## config.mk

```make
export PLATFORM = sky130hd
export DESIGN_NAME = sync_fifo_flat
export DESIGN_NICKNAME = d
export VERILOG_FILES = /design/src/rtl/sync_fifo_if.sv /design/src/rtl/sync_fifo.sv /design/src/flat_wrapper.sv
export SDC_FILE = /design/constraint.sdc
export NUM_CORES = 1
export LEC_CHECK = 0
export CORE_MARGIN = 4
export CORE_UTILIZATION = 54
export DETAILED_ROUTE_END_ITERATION = 8
export PLACE_DENSITY = 0.81
export SKIP_CTS_REPAIR_TIMING = 1
export SLEW_MARGIN = 20
export SYNTH_ARGS = -nofsm -noshare
export SYNTH_HDL_FRONTEND = slang
export SYNTH_SLANG_ARGS = --single-unit
```

## constraint.sdc

```tcl
create_clock -name clk -period 1.4 [get_ports clk]
set_input_delay 0.28 -clock clk [delete_from_list [all_inputs] [get_ports clk]]
set_output_delay 0.28 -clock clk [all_outputs]
set_load 0.005 [all_outputs]
```

## src/rtl/sync_fifo_if.sv

```systemverilog
// Handshake and status bundle for sync_fifo: producer/consumer side is the
// master modport, the FIFO itself is the slave.
interface sync_fifo_if #(
  parameter int W = 8,
  parameter int N = 4
);
  logic         we;
  logic [W-1:0] wd;
  logic         re;
  logic         clr_err;
  logic [W-1:0] rd;
  logic         rd_valid;
  logic         full;
  logic         empty;
  logic         almost_full;
  logic         almost_empty;
  logic [N:0]   count;
  logic         overflow;
  logic         underflow;

  modport master (
    output we, wd, re, clr_err,
    input  rd, rd_valid, full, empty, almost_full, almost_empty,
           count, overflow, underflow
  );

  modport slave (
    input  we, wd, re, clr_err,
    output rd, rd_valid, full, empty, almost_full, almost_empty,
           count, overflow, underflow
  );
endinterface

```

## src/rtl/sync_fifo.sv

```systemverilog
// Single-clock 2**N x W FIFO with occupancy count, almost flags and sticky errors.
// Define SYNC_FIFO_FWFT_EN for first-word-fall-through reads; default is registered read.
module sync_fifo #(
  parameter int W     = 8,
  parameter int N     = 4,
  parameter int AF_TH = 2**N - 2,
  parameter int AE_TH = 1
) (
  input  logic      clk,
  input  logic      reset_n,
  sync_fifo_if.slave bus
);
  localparam int         D       = 2**N;
  localparam logic [N:0] D_V     = D[N:0];
  localparam logic [N:0] AF_V    = AF_TH[N:0];
  localparam logic [N:0] AE_V    = AE_TH[N:0];
  localparam logic [N:0] PTR_ONE = {{N{1'b0}}, 1'b1};

  logic [W-1:0] mem [D];
  logic [N:0]   w_ptr, r_ptr, count_q, count_nxt;
  logic         full_q, empty_q, af_q, ae_q, ovf_q, unf_q;
  logic         wr_acc, rd_acc;

  // Accept decisions use the registered flags, so no combinational path reaches any flag.
  always_comb begin
    wr_acc    = bus.we && !full_q;
    rd_acc    = bus.re && !empty_q;
    count_nxt = count_q;
    if (wr_acc && !rd_acc)
      count_nxt = count_q + PTR_ONE;
    else if (rd_acc && !wr_acc)
      count_nxt = count_q - PTR_ONE;
  end

  always_ff @(posedge clk or negedge reset_n) begin
    if (!reset_n) begin
      w_ptr   <= '0;
      r_ptr   <= '0;
      count_q <= '0;
      full_q  <= 1'b0;
      empty_q <= 1'b1;
      af_q    <= 1'b0;
      ae_q    <= 1'b1;
      ovf_q   <= 1'b0;
      unf_q   <= 1'b0;
    end else begin
      if (wr_acc) w_ptr <= w_ptr + PTR_ONE;
      if (rd_acc) r_ptr <= r_ptr + PTR_ONE;
      count_q <= count_nxt;
      full_q  <= (count_nxt == D_V);
      empty_q <= (count_nxt == '0);
      af_q    <= (count_nxt >= AF_V);
      ae_q    <= (count_nxt <= AE_V);
      // A new error event outranks a clear in the same cycle.
      if (bus.we && full_q)  ovf_q <= 1'b1;
      else if (bus.clr_err)  ovf_q <= 1'b0;
      if (bus.re && empty_q) unf_q <= 1'b1;
      else if (bus.clr_err)  unf_q <= 1'b0;
    end
  end

  always_ff @(posedge clk) begin
    if (wr_acc) mem[w_ptr[N-1:0]] <= bus.wd;
  end

`ifdef SYNC_FIFO_FWFT_EN
  assign bus.rd       = mem[r_ptr[N-1:0]];
  assign bus.rd_valid = !empty_q;
`else
  logic [W-1:0] rd_p0;
  logic         vld_p0;

  // Registered read stage: rd holds its value between accepted reads.
  always_ff @(posedge clk or negedge reset_n) begin
    if (!reset_n) begin
      rd_p0  <= '0;
      vld_p0 <= 1'b0;
    end else begin
      vld_p0 <= rd_acc;
      if (rd_acc) rd_p0 <= mem[r_ptr[N-1:0]];
    end
  end

  assign bus.rd       = rd_p0;
  assign bus.rd_valid = vld_p0;
`endif

  assign bus.full         = full_q;
  assign bus.empty        = empty_q;
  assign bus.almost_full  = af_q;
  assign bus.almost_empty = ae_q;
  assign bus.count        = count_q;
  assign bus.overflow     = ovf_q;
  assign bus.underflow    = unf_q;
endmodule

```

## src/flat_wrapper.sv

```systemverilog
// flat-port wrapper written by rule: the top's interface ports become plain ports
module sync_fifo_flat 
#(
  parameter int W     = 8,
  parameter int N     = 4,
  parameter int AF_TH = 2**N - 2,
  parameter int AE_TH = 1
)
  (clk, reset_n, bus_we, bus_wd, bus_re, bus_clr_err, bus_rd, bus_rd_valid, bus_full, bus_empty, bus_almost_full, bus_almost_empty, bus_count, bus_overflow, bus_underflow);
  sync_fifo_if #(.W(W), .N(N)) bus_i ();
  input  logic clk;
  input  logic reset_n;
  input wire logic [$bits(bus_i.we)-1:0] bus_we;
  input wire logic [$bits(bus_i.wd)-1:0] bus_wd;
  input wire logic [$bits(bus_i.re)-1:0] bus_re;
  input wire logic [$bits(bus_i.clr_err)-1:0] bus_clr_err;
  output wire logic [$bits(bus_i.rd)-1:0] bus_rd;
  output wire logic [$bits(bus_i.rd_valid)-1:0] bus_rd_valid;
  output wire logic [$bits(bus_i.full)-1:0] bus_full;
  output wire logic [$bits(bus_i.empty)-1:0] bus_empty;
  output wire logic [$bits(bus_i.almost_full)-1:0] bus_almost_full;
  output wire logic [$bits(bus_i.almost_empty)-1:0] bus_almost_empty;
  output wire logic [$bits(bus_i.count)-1:0] bus_count;
  output wire logic [$bits(bus_i.overflow)-1:0] bus_overflow;
  output wire logic [$bits(bus_i.underflow)-1:0] bus_underflow;
  assign bus_i.we = bus_we;
  assign bus_i.wd = bus_wd;
  assign bus_i.re = bus_re;
  assign bus_i.clr_err = bus_clr_err;
  assign bus_rd = bus_i.rd;
  assign bus_rd_valid = bus_i.rd_valid;
  assign bus_full = bus_i.full;
  assign bus_empty = bus_i.empty;
  assign bus_almost_full = bus_i.almost_full;
  assign bus_almost_empty = bus_i.almost_empty;
  assign bus_count = bus_i.count;
  assign bus_overflow = bus_i.overflow;
  assign bus_underflow = bus_i.underflow;
  sync_fifo #(.W(W), .N(N), .AF_TH(AF_TH), .AE_TH(AE_TH)) u_core (.clk(clk), .reset_n(reset_n), .bus(bus_i));
endmodule
```

# Word-level counts from Yosys, hierarchy flattened
# Memory sizes are Yosys's and may differ from the RTL's. A register that Yosys moved wholly into a read port is not among the register bits.
# Cells that the tools add are included.
[word_totals] output_inout_bits=20 memories=1 regBits=22 elab_cells=39 inputBits=13 mem_bits_rw=128
[classes] n_addsub=4 order_cmp=2 n_eq_ne=1 n_mux=7 n_reduce_logical=14
[memory_table] memory="u_core.mem" depth=16 word_bits=8 rd=1 rd_ports_with_merged_regs=1 write_ports=1 line="sync_fifo.sv:19" rtl="logic [W-1:0] mem [D];"
[op_table] op="5-bit by 1-bit adder with 5-bit output (second input constant)" n=3
[op_table] op="5-bit 2-to-1 mux" n=2
[op_table] op="1-bit logical AND" n=6
[op_table] op="5-bit equality test (second input constant)" n=1
[op_table] op="5-bit by 4-bit >= comparator with 1-bit output (second input constant)" n=1
[op_table] op="5-bit by 1-bit less-or-equal comparator with 1-bit output (second input constant)" n=1
[op_table] op="1-bit logical NOT" n=5
[op_table] op="5-bit logical NOT" n=1
[op_table] op="1-bit 2-to-1 mux" n=5
[op_table] op="5-bit by 1-bit subtractor with 5-bit output (second input constant)" n=1
[op_table] op="2-bit nonzero test" n=2

# Logic depth before layout (Yosys ltp)
# Gate-level depths: netlist of the first run.
[logic_depth] ltp_word=7 depth_mapped=7 mapped_depth_nobuf=6

# Worst setup path after synthesis of the first run
# OpenSTA, ideal clock, no wires.
[synth_timing] path_kind="reg-to-reg" from="register u_core.full_q (netlist: u_core.bus.full)" to="memory u_core.mem[11][0] (enable)" t_required_ps=1068 period_less_slack_ps=1531 path_buffers=0 slack_ps=-131 setup_ps=332 stages_incl_launch_ff=4 arrival_ps=1200 path_cell_list="dfrtp_1 nand2b_4 nor3b_1 and2_1"
[synth_via] elab_chain_len=4
[synth_rtl] item="from (decl)" line="sync_fifo.sv:21" rtl="logic full_q, empty_q, af_q, ae_q, ovf_q, unf_q;"
[synth_rtl] item="from (signal assigned)" line="sync_fifo.sv:50" rtl="full_q <= (count_nxt == D_V);"
[synth_rtl] item="1-bit logical NOT" line="sync_fifo.sv:26" rtl="wr_acc = bus.we && !full_q;"
[synth_rtl] item="1-bit logical AND" line="sync_fifo.sv:26"
[synth_rtl] item="1-bit 2-to-1 mux" line="sync_fifo.sv:63" rtl="if (wr_acc) mem[w_ptr[N-1:0]] <= bus.wd;"
[synth_rtl] item="1-bit 2-to-1 mux (not written as such)" line="sync_fifo.sv:63"
[synth_rtl] item="to (decl)" line="sync_fifo.sv:19"
# No other way between the ends.

==> results of run 1 <==
-- power by group through the flow --
stage / Combinational (uW) / Sequential, uW / Clock [uW]
6_report: 7870 / 6370 / 4800
5_1_grt: 8250 / 6420 / 5040
4_1_cts: 6020 / 6340 / 4770
3_5_place_dp: 5920 / 6420 / 0
3_3_place_gp: 5720 / 6370 / 0
2_1_floorplan: 3410 / 6320 / 0
-- kinds of logic (layout without fill, tap and decap cells) --
group,Yosys count,count (layout),share of synthesized area [%]
compound gates,42,42,4.586
xor+xnor,11,11,2.047
fa+ha+maj,8,8,1.535
buf+inv,27,156,2.106
flops,156,156,71.52
mux,64,64,10.08
simple gates,88,88,8.128
-- cell usage in the layout (no fill, tap or decap), types with 3 or more instances in the layout --
cell type	synthesis	routed
nor2_1	19	18
o22ai_1	24	17
mux2i_2	0	7
ha_1	7	5
buf_6	0	13
mux2i_1	64	55
nor3_1	10	7
xnor2_4	1	3
dlymetal6s2s_1	0	15
o22ai_2	1	8
buf_12	0	7
clkdlybuf4s50_1	0	12
buf_4	6	66
inv_1	6	6
edfxtp_1	128	128
dfrtp_1	26	21
clkbuf_16	0	18
dfrtp_2	0	4
clkinvlp_4	0	3
xnor2_1	8	6
and2_4	0	16
bufinv_16	0	4
nor4_1	17	3
nand2_1	10	9
nor4_2	0	14
o21ai_0	12	11
-- state kept, by name (all words and copies together), names as in the netlist, 4 cells and up --
name	flops
u_core.bus.count	5
u_core.bus.rd	8
u_core.mem	128
u_core.r_ptr	4
u_core.w_ptr	4
-- worst max-delay path by stage --
stage	startpoint	end	slack (ns)	cells after the start
5_1_grt	u_core.r_ptr[0]	u_core.bus.rd[3]	-0.43	6
3_5_place_dp	bus_we	u_core.bus.full	-0.59	6
3_3_place_gp	bus_we	u_core.bus.full	-0.54	6
2_1_floorplan	u_core.bus.empty	u_core.bus.full	-0.11	6
4_1_cts	u_core.bus.empty	bus_empty	-0.47	2
6_report	u_core.r_ptr[0]	u_core.bus.rd[3]	-0.41	6
-- area by class of cell --
type / instances / area, um2
flip-flops and latches: 156 / 4556
fillers: 572 / 2920
multi-input cells: 213 / 2009
repair buffers: 118 / 1155
clock buffers: 20 / 446.7
well taps: 143 / 178.9
clock inverters: 11 / 167.7
inverters: 7 / 33.78
-- cells in the mapped netlist (2+ instances only) --
cell	n
mux2i_1	64
o22ai_1	24
nor2_1	19
and2_1	16
nand2b_4	2
nor3_1	10
nand4_1	2
a31oi_4	2
buf_2	5
xnor2_1	8
nor4_1	17
nand2b_1	2
ha_1	7
xnor2_2	2
buf_4	6
inv_1	6
dfstp_2	2
nand2_1	10
o21ai_0	12
clkbuf_1	7
dfrtp_1	26
edfxtp_1	128
-- worst reg2reg max path: stages (launching register included) --
cell	delay [ns]
dfrtp_4	0.50
buf_8	0.16
buf_6	0.15
mux2i_1	0.23
o21ai_0	0.18
nor4_2	0.38
nor3_2	0.08
-- metrics by stage --
step / TNS (ns) / hold WS (ns) / setup slack, ns / std cells
after floorplan: -0.8299 / -0.01559 / -0.1059 / 396
after global placement: -70.35 / 0.5243 / -0.5392 / 604
after detailed placement: -75.41 / 0.5183 / -0.5894 / 604
after CTS: -23.75 / 0.2147 / -0.4664 / 635
after global routing: -33.26 / 0.2251 / -0.4332 / 668
final: -28.10 / 0.2144 / -0.4062 / 668
-- metal layers --
metal  share of wire, %  vias up
li1                   -     1745
met4                2.9        0
met1                 36     2045
met2                 52      235
met3                9.0       44
met5                  0        -
==> key figures, run 1 <==
Logic synthesis
  – Ys flop type: edfxtp_1
  – Post-synth EDFFs: 128
  – Async SR Flop Fraction: between 15 and 20%
  – Cell count after synthesis: 396
  – Post-synthesis cell type count: 41
  – Seq cells post-synth: 156
  – Synth top area share: 60.46%
  – Mean Syn Cell Area: approximately 16 um2
  – Yosys Warn Count: 0
  – Synth area leaders: edfxtp_1 60%, dfrtp_1 10%, mux2i_1 10%, o22ai_1 2.4%, nor4_1 1.7%
  – Seq/Total Area, Yosys: 71.52%
  – Synth Net Count: between 400 and 500
  – Cell taking the most area after synthesis: edfxtp_1
  – Syn Std Cell Area: 0.006357 mm2

Finish
  – Number of diodes: 0
  – Nets@finish: 533
  – Share of layout cells above drive strength 1: between 30% and 40%
  – Fin util: 74.53%
  – P&R area growth vs syn: 34.44%
  – Design area: ~0.0085 mm2

Die
  – Total die area: 0.01357 mm2
  – Starting density of the core: around 55%
  – Die height: roughly 120 um
  – IO Count: 33
  – Die Wd: approximately 120 um
  – Total core area: 0.01147 mm2
  – Num rows: 39

Placed design
  – RD Place Congestion: around 0.9
  – Buffers on Ports: 32
  – Post-DP HPWL: 9017 um
  – Post-place instance area: ~0.0073 mm2

STA
  – Skew final: 0.008793 ns
  – Final period util: 129.0%
  – Slew @ Worst Pin: 0.5968 ns
  – Final setup viols: between 100 and 150
  – Slew Limit Fails: 0
  – Rel. slew slack: 60.21%
  – Worst setup margin: -0.4062 ns
  – RSZ-0062 raised after global routing: yes
  – Fmax: 0.5537 GHz
  – Hold Vio Cnt, Final: 0
  – Final min period: 1.806 ns

Detailed routing
  – Final ANT Viol Nets: 0
  – Remaining DRCs: 0
  – Final WL: 16470 um
  – Router iterations before antenna repair: 5
  – DR iter-0 viols: ~550
  – Via count: approximately 4100
  – Via/cell ratio: around 6.1
  – Routed wire per std cell: 24.65 um

Clocking
  – Max clock buf depth: 2
  – Reg clk slew, reported paths: 0.06 ns
  – Total CTS buffers: 17
  – TritonCTS clock tree: done
  – Clk sink count: about 160
  – Clock Latency Late Sink: 0.42 ns
  – Clk root buf: clkbuf_16
  – H-tree levels: 4

Global route
  – Total track usage: between 20% and 30%
  – Vias in the first global route: approximately 3800
  – First-pass GRT wire length: around 21000 um
  – Pin count of the biggest net entering global routing: 29
  – Grt ovf: 0
  – Grt met2 use: approximately 37%
  – Met1 Use GR: 26.01%
  – Global-route track usage on met3: 5.337%
  – Initial antenna violation count: 0
  – Gr busiest metal: met2

Setup path
  – R2R Path End: u_core.bus.rd[3]
  – Worst path buffer plus inverter count: 2
  – Kind of critical path: flip-flop to flip-flop
  – Crit-path max cell delay: 0.50 ns
  – Worst Reg-to-Reg Cells: 6
  – Startpoint Class: flip-flop
  – Reg2Reg Setup Slack: -0.41 ns
  – Endpoint class of the critical path: flip-flop
  – CP cell instances: buf_8, buf_6, mux2i_1, o21ai_0, nor4_2, nor3_2
  – Slowest CP cell: dfrtp_4
  – Worst Path Arrival: 2.10 ns
  – Delay-heaviest family, CP: flip-flops
  – R2R Path Start: u_core.r_ptr[0]
  – Worst Path Required: 1.70 ns
  – Crit Path Max Fanout: 6

Power
  – Switching share of total power: about 33%
  – Total power: 19040 uW
  – Sw power: just over 6000 uW
  – Gate power share: 41.3%
  – Leakage: 0.003345 uW
  – Clock power share: 25.2%
  – Pwr dens: 2227 mW/mm2
  – Max VDD drop: 1.808 mV
  – Sequential share of power: 33.4%
  – Internal power: 12820 uW

Run status
  – Status: finished with violations
  – Failing checks: negative setup slack

Worst hold path
  – Worst hold path class: input port to asynchronous set/reset pin

Flow run
  – MaxCap Viol Count: 0
Power figures use the tool's default switching activity.
==> run 2: changes to the inputs <==
--- a/config.mk
+++ b/config.mk
@@ -6,9 +6,9 @@
 export NUM_CORES = 1
 export LEC_CHECK = 0
 export CORE_MARGIN = 4
-export CORE_UTILIZATION = 54
+export CORE_UTILIZATION = 60
 export DETAILED_ROUTE_END_ITERATION = 8
-export PLACE_DENSITY = 0.81
+export PLACE_DENSITY = 0.85
 export SKIP_CTS_REPAIR_TIMING = 1
 export SLEW_MARGIN = 20
 export SYNTH_ARGS = -nofsm -noshare
==> constraint.sdc (replaced) <==
create_clock -name clk -period 2.25 [get_ports clk]
set_input_delay 0.45 -clock clk [delete_from_list [all_inputs] [get_ports clk]]
set_output_delay 0.45 -clock clk [all_outputs]
set_load 0.005 [all_outputs]
==> run 2 against run 1 <==
  * The flow now finishes without violations
  * Critical path depth is 5 lower
  * Clock skew down 0.0011 ns
  * Clock power shrank 46%
  * Highest routed layer unchanged
  * Largest cell class unchanged
  * Non-clock buffer count shrank 63
  * Total power shrank 49%
  * Sequential share of layout area increased by 6.6 points
  * Worst setup slack better by 0.59 ns
==> key figures, run 2 (synthesis results as in run 1) <==
Setup path
  – Worst Path Required: 1.80 ns (+0.10 ns)
  – Worst Path Arrival: 1.62 ns (-0.48 ns)
  – Worst Reg-to-Reg Cells: 5 (-1)
  – Reg2Reg Setup Slack: 0.19 ns (+0.60 ns)
  – Endpoint class of the critical path: output pin
  – CP cell instances: clkdlybuf4s50_1
  – Startpoint Class: flip-flop
  – Crit-path max cell delay: 0.56 ns (+0.06 ns)
  – Kind of critical path: flip-flop to output pin
  – Crit Path Max Fanout: 6 (unchanged)
  – Worst path buffer plus inverter count: 1 (-1)
  – R2R Path Start: u_core.r_ptr[0]
  – R2R Path End: u_core.bus.rd[5]
  – Slowest CP cell: clkdlybuf4s50_1
  – Delay-heaviest family, CP: buffers and inverters

Detailed routing
  – Via count: 3673 (-9.7%)
  – Router iterations before antenna repair: 5 (unchanged)
  – Via/cell ratio: 6.132 (+0.67%)
  – Remaining DRCs: 0 (unchanged)
  – Final WL: 13510 um (-18%)
  – Routed wire per std cell: 22.56 um (-8.5%)
  – Final ANT Viol Nets: 0 (unchanged)
  – DR iter-0 viols: 433 (-22%)

Worst hold path
  – Worst hold path class: input port to asynchronous set/reset pin

STA
  – Rel. slew slack: 50.51% (-9.7 points)
  – Final period util: 91.93%
  – Final min period: 2.068 ns
  – Setup TNS: 0 ns (+28.10 ns)
  – Fmax: 0.4835 GHz
  – Final setup viols: 0 (-100%)
  – Skew final: 0.007714 ns (-0.001079 ns)
  – Slew Limit Fails: 0 (unchanged)
  – Hold WS: 0.2933 ns (+0.07887 ns)
  – Worst setup margin: 0.1816 ns (+0.5878 ns)
  – Hold Vio Cnt, Final: 0 (unchanged)
  – RSZ-0062 raised after global routing: no
  – Slew @ Worst Pin: 0.7400 ns (+0.1432 ns)

Die
  – Num rows: 37 (-5.1%)
  – IO Count: 33 (unchanged)
  – Total die area: 0.01231 mm2 (-9.3%)
  – Die Wd: 110.9 um (-4.8%)
  – Die height: 110.9 um (-4.8%)
  – Total core area: 0.01032 mm2 (-10%)
  – Starting density of the core: 61.58% (+6.1 points)

Finish
  – Share of layout cells above drive strength 1: 15.12% (-23 points)
  – Most common cell after layout, fill and taps aside: edfxtp_1
  – Final cell count without fillers: 599 (-10%)
  – Largest register FFs: 128 (unchanged)
  – Fillers: 577 (+0.87%)
  – Number of diodes: 0 (unchanged)
  – Nets@finish: 470 (-12%)
  – Most frequent cells in the layout: 128 x edfxtp_1, 64 x mux2i_1, 32 x clkdlybuf4s50_1
  – P&R area growth vs syn: 19.44%

Clocking
  – Clock Latency Late Sink: 0.53 ns (+0.11 ns)
  – H-tree levels: 4 (unchanged)
  – Clk sink count: 156 (unchanged)
  – Max clock buf depth: 2 (unchanged)
  – Reg clk slew, reported paths: 0.06 ns (about the same)
  – Clk root buf: clkbuf_8
  – TritonCTS clock tree: done
  – Total CTS buffers: 17 (unchanged)

Global route
  – Total track usage: 22.85% (+1.3 points)
  – Initial antenna violation count: 0 (unchanged)
  – Grt ovf: 0 (unchanged)
  – First-pass GRT wire length: 20780 um (-0.63%)
  – Pin count of the biggest net entering global routing: 32 (+10%)
  – Vias in the first global route: 3661 (-3.8%)

Placed design
  – Buffers on Ports: 32 (unchanged)
  – RD Place Congestion: 0.8512 (-4.0%)
  – Post-DP HPWL: 8484 um (-5.9%)
  – Pre-CTS WS: -0.002392 ns (+0.5870 ns)
  – Placed Instances: 567 (-6.1%)

Power
  – Leakage: 0.002770 uW (-17%)
  – Max VDD drop: 0.7887 mV (-56%)
  – Pwr dens: 1281 mW/mm2 (-42%)

Flow run
  – MaxCap Viol Count: 0 (unchanged)

Run status
  – Status: completed
==> run 2: how the worst max path moves through the flow <==
stage                              from                to  slack, ns  cells after the start
floorplan                        bus_we  u_core.mem[7][0]       0.71                      5
global placement                 bus_we   u_core.bus.full       0.06                      7
detailed placement               bus_we  u_core.mem[5][2]     -0.002                      6
CTS                 u_core.bus.count[2]      bus_count[2]       0.16                      1
global route        u_core.bus.count[2]      bus_count[2]       0.11                      1
finish              u_core.bus.count[2]      bus_count[2]       0.18                      1
==> run 2: cell type report <==
| type | count | area, um2 | area share [%] |
|---|---|---|---|
| Tap cell | 136 | 170.2 | 2.241 |
| Sequential cell | 156 | 4551 | 59.93 |
| Clock buffer | 17 | 414.1 | 5.454 |
| Inverter | 7 | 28.78 | 0.3790 |
| Multi-Input combinational cell | 213 | 1677 | 22.08 |
| Clock inverter | 15 | 122.6 | 1.615 |
| Timing Repair Buffer | 55 | 630.6 | 8.305 |
==> run 2: metrics by stage <==
stage | instance area [um2] | util [%] | power, uW
after floorplan | 6357 | - | 5927
after global placement | 7057 | 68.36 | 6956
after detailed placement | 7057 | 68.36 | 7108
after CTS | 7594 | 73.55 | 9718
after global routing | 7594 | 73.55 | 10140
final | 7594 | 73.55 | 9729
==> run 2: power by group <==
group / internal (uW) / switching, uW / leakage (uW) / total (uW)
Sequential: 3630 / 422 / 0.00149 / 4050
Clock: 1460 / 1120 / 0.000259 / 2580
Combinational: 1450 / 1650 / 0.00103 / 3100
Total: 6540 / 3190 / 0.00277 / 9730
==> run 2: layer usage <==
metal	share of wire [%]	global-route usage, %
met2	49	35.76
met5	0	0
met4	2.1	9.113
met3	8.9	5.950
met1	40	30.86
